`src/rtl/writeback_arbiter_pkg.sv`:
```
// Shared UArch definitions for the Blimp writeback stage.
// Holds the writeback entry layout, the channel-count ceiling and a small
// width helper used by the round-robin pointer.

`ifndef UARCH_WB_ENTRY
`define UARCH_WB_ENTRY(seq_bits_) \
    struct packed { \
        logic [31:0]             pc; \
        logic [(seq_bits_)-1:0]  seq_num; \
        logic [4:0]              waddr; \
        logic [31:0]             wdata; \
        logic                    wen; \
    }
`endif

package UArch;

    // Largest number of execute channels the writeback stage is built for.
    localparam int WB_MAX_PIPES = 8;

    // Default-width entry; modules with a different sequence-number width
    // build their own copy from the same macro.
    typedef `UARCH_WB_ENTRY(5) t_wb_entry;

    // Pointer width for an n-way round robin, never narrower than one bit.
    function automatic int prioBits(input int n);
        return (n > 1) ? $clog2(n) : 1;
    endfunction

endpackage

```
`src/rtl/writeback_arbiter_if.sv`:
```
// X__W channel bundle plus register-file and completion ports of the
// writeback stage. The slave modport is the arbiter's view, the master
// modport is the environment's view.
// Optional macro WB_BYPASS_EN adds the fwd_* forwarding signals.

interface writeback_arbiter_if #(
    parameter int p_num_pipes    = 2,
    parameter int p_seq_num_bits = 5
);
    logic [p_num_pipes-1:0]                     X_val;
    logic [p_num_pipes-1:0]                     X_rdy;
    logic [p_num_pipes-1:0][31:0]               X_pc;
    logic [p_num_pipes-1:0][p_seq_num_bits-1:0] X_seq_num;
    logic [p_num_pipes-1:0][4:0]                X_waddr;
    logic [p_num_pipes-1:0][31:0]               X_wdata;
    logic [p_num_pipes-1:0]                     X_wen;

    logic                                       rf_wen;
    logic [4:0]                                 rf_waddr;
    logic [31:0]                                rf_wdata;

    logic                                       complete_val;
    logic                                       complete_rdy;
    logic [31:0]                                complete_pc;
    logic [p_seq_num_bits-1:0]                  complete_seq_num;

`ifdef WB_BYPASS_EN
    logic                                       fwd_val;
    logic [4:0]                                 fwd_waddr;
    logic [31:0]                                fwd_wdata;
`endif

    modport slave (
        input  X_val, X_pc, X_seq_num, X_waddr, X_wdata, X_wen, complete_rdy,
        output X_rdy, rf_wen, rf_waddr, rf_wdata,
               complete_val, complete_pc, complete_seq_num
`ifdef WB_BYPASS_EN
        , output fwd_val, fwd_waddr, fwd_wdata
`endif
    );

    modport master (
        output X_val, X_pc, X_seq_num, X_waddr, X_wdata, X_wen, complete_rdy,
        input  X_rdy, rf_wen, rf_waddr, rf_wdata,
               complete_val, complete_pc, complete_seq_num
`ifdef WB_BYPASS_EN
        , input fwd_val, fwd_waddr, fwd_wdata
`endif
    );

endinterface

```
`src/rtl/writeback_arbiter_rr_arbiter.sv`:
```
// Round-robin arbiter: picks the first requester at or after the priority
// pointer and moves the pointer just past the winner whenever the grant is
// actually used (en_i).

module rr_arbiter
    import UArch::*;
#(
    parameter int p_width = 2
) (
    input  logic                                clk,
    input  logic                                rst,
    input  logic [p_width-1:0]                  req_i,
    input  logic                                en_i,
    output logic [p_width-1:0]                  grant_o,
    output logic [prioBits(p_width)-1:0]        idx_o
);

    localparam int                PW        = prioBits(p_width);
    localparam logic [PW:0]       WIDTH_EXT = (PW+1)'(p_width);
    localparam logic [PW-1:0]     LAST_IDX  = PW'(p_width - 1);

    logic [PW-1:0] prio_q, prio_d;
    logic [PW:0]   candidate;
    logic          found;

    // Scan channels starting at the pointer, wrapping modulo p_width.
    always_comb begin
        found     = 1'b0;
        idx_o     = '0;
        candidate = '0;
        for (int i = 0; i < p_width; i++) begin
            candidate = {1'b0, prio_q} + (PW+1)'(i);
            if (candidate >= WIDTH_EXT) begin
                candidate = candidate - WIDTH_EXT;
            end
            if (!found && req_i[candidate[PW-1:0]]) begin
                found = 1'b1;
                idx_o = candidate[PW-1:0];
            end
        end
        grant_o = found ? (p_width'(1) << idx_o) : '0;
    end

    // Pointer advances past the winner only on a real transfer.
    always_comb begin
        prio_d = prio_q;
        if (en_i) begin
            prio_d = (idx_o == LAST_IDX) ? '0 : idx_o + 1'b1;
        end
    end

    // Pointer register.
    always_ff @(posedge clk or negedge rst) begin
        if (!rst) begin
            prio_q <= '0;
        end else begin
            prio_q <= prio_d;
        end
    end

endmodule

```
`src/rtl/writeback_arbiter.sv`:
```
// Writeback stage: round-robin selects one completed op per cycle from the
// execute channels, holds it in a single output register, writes the
// register file as the entry leaves and hands it to commit tracking.
// Optional macro WB_BYPASS_EN adds the fwd_* forwarding outputs.

module writeback_arbiter
    import UArch::*;
#(
    parameter int p_num_pipes    = 2,
    parameter int p_seq_num_bits = 5
) (
    input  logic              clk,
    input  logic              rst,
    writeback_arbiter_if.slave bus
);

    localparam int PW = prioBits(p_num_pipes);

    typedef `UARCH_WB_ENTRY(p_seq_num_bits) t_wb_entry_p;

    t_wb_entry_p              entry_q, entry_d;
    logic                     full_q, full_d;
    logic [p_num_pipes-1:0]   grant;
    logic [PW-1:0]            winner;
    logic                     canAccept;
    logic                     xferFire;
    logic                     drainFire;

    // Accept when empty or when the held entry leaves this cycle; nothing
    // is granted while reset is asserted.
    always_comb begin
        drainFire = full_q && bus.complete_rdy;
        canAccept = rst && (!full_q || bus.complete_rdy);
        xferFire  = canAccept && (|bus.X_val);
        bus.X_rdy = canAccept ? grant : '0;
    end

    rr_arbiter #(
        .p_width (p_num_pipes)
    ) u_rr (
        .clk     (clk),
        .rst     (rst),
        .req_i   (bus.X_val),
        .en_i    (xferFire),
        .grant_o (grant),
        .idx_o   (winner)
    );

    // Load the winner on transfer (dropping writes to x0), else drain.
    always_comb begin
        entry_d = entry_q;
        full_d  = full_q;
        if (xferFire) begin
            entry_d.pc      = bus.X_pc[winner];
            entry_d.seq_num = bus.X_seq_num[winner];
            entry_d.waddr   = bus.X_waddr[winner];
            entry_d.wdata   = bus.X_wdata[winner];
            entry_d.wen     = bus.X_wen[winner] && (bus.X_waddr[winner] != 5'd0);
            full_d          = 1'b1;
        end else if (drainFire) begin
            full_d = 1'b0;
        end
    end

    // Output register and its valid bit.
    always_ff @(posedge clk or negedge rst) begin
        if (!rst) begin
            entry_q <= '0;
            full_q  <= 1'b0;
        end else begin
            entry_q <= entry_d;
            full_q  <= full_d;
        end
    end

    // Completion and register-file ports come straight from the register;
    // the RF write lines up with the cycle the entry leaves.
    always_comb begin
        bus.complete_val     = full_q;
        bus.complete_pc      = entry_q.pc;
        bus.complete_seq_num = entry_q.seq_num;
        bus.rf_wen           = full_q && entry_q.wen && bus.complete_rdy;
        bus.rf_waddr         = entry_q.waddr;
        bus.rf_wdata         = entry_q.wdata;
    end

`ifdef WB_BYPASS_EN
    // Expose the pending write so decode can forward it early.
    always_comb begin
        bus.fwd_val   = full_q && entry_q.wen;
        bus.fwd_waddr = entry_q.waddr;
        bus.fwd_wdata = entry_q.wdata;
    end
`endif

    // Compact debug word: {full, wen, waddr, seq_num}.
    function automatic logic [6+p_seq_num_bits:0] trace();
        return {full_q, entry_q.wen, entry_q.waddr, entry_q.seq_num};
    endfunction

endmodule

```
`src/flat_wrapper.sv`:
```
// flat-port wrapper written by rule: the top's interface ports become plain ports
module writeback_arbiter_flat import UArch::*;
#(
    parameter int p_num_pipes    = 2,
    parameter int p_seq_num_bits = 5
)
  (clk, rst, bus_X_val, bus_X_pc, bus_X_seq_num, bus_X_waddr, bus_X_wdata, bus_X_wen, bus_complete_rdy, bus_X_rdy, bus_rf_wen, bus_rf_waddr, bus_rf_wdata, bus_complete_val, bus_complete_pc, bus_complete_seq_num);
  writeback_arbiter_if #(.p_num_pipes(p_num_pipes), .p_seq_num_bits(p_seq_num_bits)) bus_i ();
  input  logic clk;
  input  logic rst;
  input wire logic [$bits(bus_i.X_val)-1:0] bus_X_val;
  input wire logic [$bits(bus_i.X_pc)-1:0] bus_X_pc;
  input wire logic [$bits(bus_i.X_seq_num)-1:0] bus_X_seq_num;
  input wire logic [$bits(bus_i.X_waddr)-1:0] bus_X_waddr;
  input wire logic [$bits(bus_i.X_wdata)-1:0] bus_X_wdata;
  input wire logic [$bits(bus_i.X_wen)-1:0] bus_X_wen;
  input wire logic [$bits(bus_i.complete_rdy)-1:0] bus_complete_rdy;
  output wire logic [$bits(bus_i.X_rdy)-1:0] bus_X_rdy;
  output wire logic [$bits(bus_i.rf_wen)-1:0] bus_rf_wen;
  output wire logic [$bits(bus_i.rf_waddr)-1:0] bus_rf_waddr;
  output wire logic [$bits(bus_i.rf_wdata)-1:0] bus_rf_wdata;
  output wire logic [$bits(bus_i.complete_val)-1:0] bus_complete_val;
  output wire logic [$bits(bus_i.complete_pc)-1:0] bus_complete_pc;
  output wire logic [$bits(bus_i.complete_seq_num)-1:0] bus_complete_seq_num;
  assign bus_i.X_val = bus_X_val;
  assign bus_i.X_pc = bus_X_pc;
  assign bus_i.X_seq_num = bus_X_seq_num;
  assign bus_i.X_waddr = bus_X_waddr;
  assign bus_i.X_wdata = bus_X_wdata;
  assign bus_i.X_wen = bus_X_wen;
  assign bus_i.complete_rdy = bus_complete_rdy;
  assign bus_X_rdy = bus_i.X_rdy;
  assign bus_rf_wen = bus_i.rf_wen;
  assign bus_rf_waddr = bus_i.rf_waddr;
  assign bus_rf_wdata = bus_i.rf_wdata;
  assign bus_complete_val = bus_i.complete_val;
  assign bus_complete_pc = bus_i.complete_pc;
  assign bus_complete_seq_num = bus_i.complete_seq_num;
  writeback_arbiter #(.p_num_pipes(p_num_pipes), .p_seq_num_bits(p_seq_num_bits)) u_core (.clk(clk), .rst(rst), .bus(bus_i));
endmodule
```
`config.mk`:
```
export PLATFORM = sky130hd
export DESIGN_NAME = writeback_arbiter_flat
export DESIGN_NICKNAME = d
export VERILOG_FILES = /design/src/rtl/writeback_arbiter_pkg.sv /design/src/rtl/writeback_arbiter_if.sv /design/src/rtl/writeback_arbiter_rr_arbiter.sv /design/src/rtl/writeback_arbiter.sv /design/src/flat_wrapper.sv
export SDC_FILE = /design/constraint.sdc
export NUM_CORES = 1
export LEC_CHECK = 0
export ABC_AREA = 1
export ABC_CLOCK_PERIOD_IN_PS = 1300
export CAP_MARGIN = 5
export CELL_PAD_IN_SITES_DETAIL_PLACEMENT = 1
export CELL_PAD_IN_SITES_GLOBAL_PLACEMENT = 2
export CORE_ASPECT_RATIO = 0.5
export CORE_UTILIZATION = 18
export DETAILED_ROUTE_END_ITERATION = 16
export GPL_TIMING_DRIVEN = 0
export PLACE_DENSITY_LB_ADDON = 0.25
export REMOVE_ABC_BUFFERS = 1
export SLEW_MARGIN = 30
export SYNTH_ARGS = -nofsm -noshare
export SYNTH_HDL_FRONTEND = slang
export SYNTH_HIERARCHICAL = 1
export SYNTH_SLANG_ARGS = --single-unit
```
`constraint.sdc`:
```
create_clock -name clk -period 1.3 [get_ports clk]
set_clock_uncertainty 0.15 [all_clocks]
set_input_delay 0.195 -clock clk [delete_from_list [all_inputs] [get_ports clk]]
set_output_delay 0.195 -clock clk [all_outputs]
set_load 0.005 [all_outputs]
```
==> impl_metrics.ini <==
[routing]
top_layer_used = met4
vias_per_cell = 3.88
drt-met1-wl_um = 9620
ant_nets = 0
dr.pass1.iters = 4
wl_met3_um = 474
wl_um = 20500
met2WireLength_um = 10300
drt_iter0_markers = 133
drc_errors = 0
wl_per_cell_um = 17.2
dr_total_vias = 4650

[floorplan]
start_util_pct = 18.5
die_w_um = 225
coreArea_sq_mm = 0.0242
io_pins = 233
dieArea_sq_mm = 0.0255
rows = 40
fp.dieH_um = 113

[synthesis]
synth_cells = 659
synth_area_sq_mm = 0.00447
synth.yosys.warnings = 6
synth_area_leaders = dfrtp_1 (43%), nand2_1 (38%), buf_4 (13%)
synth_top_area_cell = dfrtp_1
synth-seq-cells = 77
synth_cell_types = 17
ys_seq_area_share_pct = 43.1
synth_top_area_share_pct = 43.1
synth.avg_cell_area_sq_um = 6.78

[finish]
fin_cells = 1197
drive_above_1_share_pct = 25.1
fin_nets = 1014
area_growth_pct = 69.8
final_cell_mix = nand2_1 (406), clkdlybuf4s50_1 (150), dfrtp_1 (77)
antenna_cells = 0
nFillCells = 2948
mostFrequentLayoutCell = nand2_1

[timing]
holdWs_ns = -0.339
rsz0062_at_grt = yes
finalHoldViolCount = 45
fin_ws_ns = -0.384
final-max-slew-violation-count = 0
layout_min_cycle_time_ns = 1.68
relSlewSlack_pct = 64.8
timing.fmax_mhz = 594
finalCritPeriodShare_pct = 130
setup_viol = 79
worst_pin_slew_ns = 0.527

[run]
maxCapViolCount = 0

[power]
peakVddDrop_v = 0.000488
p_total_mw = 8.69
leakage_nw = 4.02
power.density_mw_per_mm2 = 1150

[grt]
grt_pass1_wl_um = 30000
grt_antenna_before_repair = 0
grt_pass1_vias = 4723
grt_max_degree = 49
overflow = 0
grt_usage_pct = 16.3

[worst_setup_path]
cp-endpoint = u_core/entry_q[0]
cp-end-kind = flip-flop
r2r-start = u_core/u_rr/prio_q
critical_path_peak_fanout = 6
rr_endpoint = u_core/entry_q[0]
max_stage_delay_ns = 0.34
path_class = flip-flop to flip-flop
cp_slowest_cell = dfrtp_1
arrival_ns = 1.77
regToRegSetupSlack_ns = -0.38
required_ns = 1.39
critPathLaunchType = flip-flop
path_common_cell = nand2_4
startpoint = u_core/u_rr/prio_q
r2r_cells = 13
cp_cell_sequence = inv_2 > nand2_2 > nand2_4 > inv_12 > buf_16 > inv_16 > buf_16 > nand2_4 > nand2_4 > nor2_2 > nand3_1 > nand2_1 > nand2_1

[run_status]
outcome = finished with violations
violations = negative hold slack, negative setup slack

[clocking]
cts-root-buf = clkbuf_16
cts_tree = done
cts_buffer_depth = 2
clkLatencyLatePin_ns = 0.35
clkSinkCount = 77
cts.clk_slew.worst_paths_ns = 0.06
cts_buffers = 9
h-tree-depth = 3

[min_path]
min_path_type = input pin to asynchronous set/reset pin

[placement]
dp.final_hpwl_um = 12200
place_worst_setup_slack_ns = -1.49
place_congestion = 0.702
portBuffers = 232
dp.cells = 1129
[logic make-up (layout without fill, tap and decap cells)]
kind of cell	after synthesis	after routing	synth area share, %
AOI/OAI and AO/OA	6	6	0.896
DFF	77	77	43.1
buffers and inverters	116	318	17.0
and+or+nand+nor	460	460	38.9
[where the power goes]
| group | switching [mW] | internal (mW) | leakage, nW |
|---|---|---|---|
| logic | 1.53 | 1.61 | 2.93 |
| registers | 0.231 | 2.85 | 0.961 |
| clock network | 1.04 | 1.42 | 0.133 |
[cell type report]
cell class | count | area [sq um] | share of cell area, %
tap | 336 | 420 | 5.54
timing repair inverter | 5 | 70.1 | 0.924
clock buffer | 12 | 267 | 3.51
multi-input combinational | 466 | 1980 | 26.1
clock inverter | 1 | 7.51 | 0.0990
timing repair buffer | 290 | 2830 | 37.3
sequential | 77 | 1930 | 25.4
inverter | 10 | 82.6 | 1.09
[Yosys cell counts (all sizes together)]
master and number:
a21boi 1, buf 104, clkbuf 2, dfrtp 77
inv 10, nand2 449, nand3 1, nor2 8
o211ai 1, o21ai 4, or2 2
[per-layer routing]
| metal | up-vias | track usage (%) |
|---|---|---|
| met1 | 2290 | 21.0 |
| met5 | - | 0 |
| met4 | 0 | 3.04 |
| met3 | 11 | 3.27 |
| li1 | 2296 | - |
| met2 | 53 | 28.4 |
[worst min path at each step]
stage          slack [ns]                   endpoint  cells past startpoint
6_report            -0.34  u_core/bus.complete_pc[4]                      1
5_1_grt             -0.32    u_core/bus.rf_wdata[21]                      1
4_1_cts             -0.34  u_core/bus.complete_pc[4]                      1
3_5_place_dp         0.04  u_core/bus.complete_pc[4]                      1
3_3_place_gp         0.31    u_core/bus.rf_wdata[30]                      2
2_1_floorplan       -0.25  u_core/bus.complete_pc[0]                      0
[critical path, delay by kind of cell, from the launching register on]
kind | cells | cell delay [ns]
buffers and inverters | 5 | 0.47
flip-flops | 1 | 0.34
AND/OR/NAND/NOR | 8 | 0.56
[per-stage QoR]
| step | area [sq um] | hold WS [ns] | TNS, ns | utilization [%] |
|---|---|---|---|---|
| floorplan | 3740 | -0.251 | -155.77 | - |
| global placement | 6480 | 0.313 | -981.52 | 26.8 |
| detailed placement | 6690 | 0.0441 | -93.83 | 27.7 |
| CTS | 7420 | -0.337 | -26.24 | 30.7 |
| global route | 7580 | -0.319 | -31.42 | 31.4 |
| finish | 7580 | -0.339 | -25.01 | 31.4 |
[sequential cells by signal, summed over array words and instances, names as in the netlist]
| register | count |
|---|---|
| u_core/bus.rf_waddr | 5 |
| u_core/u_rr/prio_q | 1 |
| u_core/bus.complete_val | 1 |
| u_core/bus.complete_pc | 32 |
| u_core/bus.rf_wdata | 32 |
| u_core/bus.complete_seq_num | 5 |
| u_core/entry_q | 1 |
[what timing repair did]
item	CTS	global route
endpoints found under the setup margin	155	82
hold endpoints to repair	45	45
resized for setup	397	32
cloned	13	2
setup buffers	37	4
pin swaps	17	6
No activity file was read; power rests on OpenSTA's default activity.
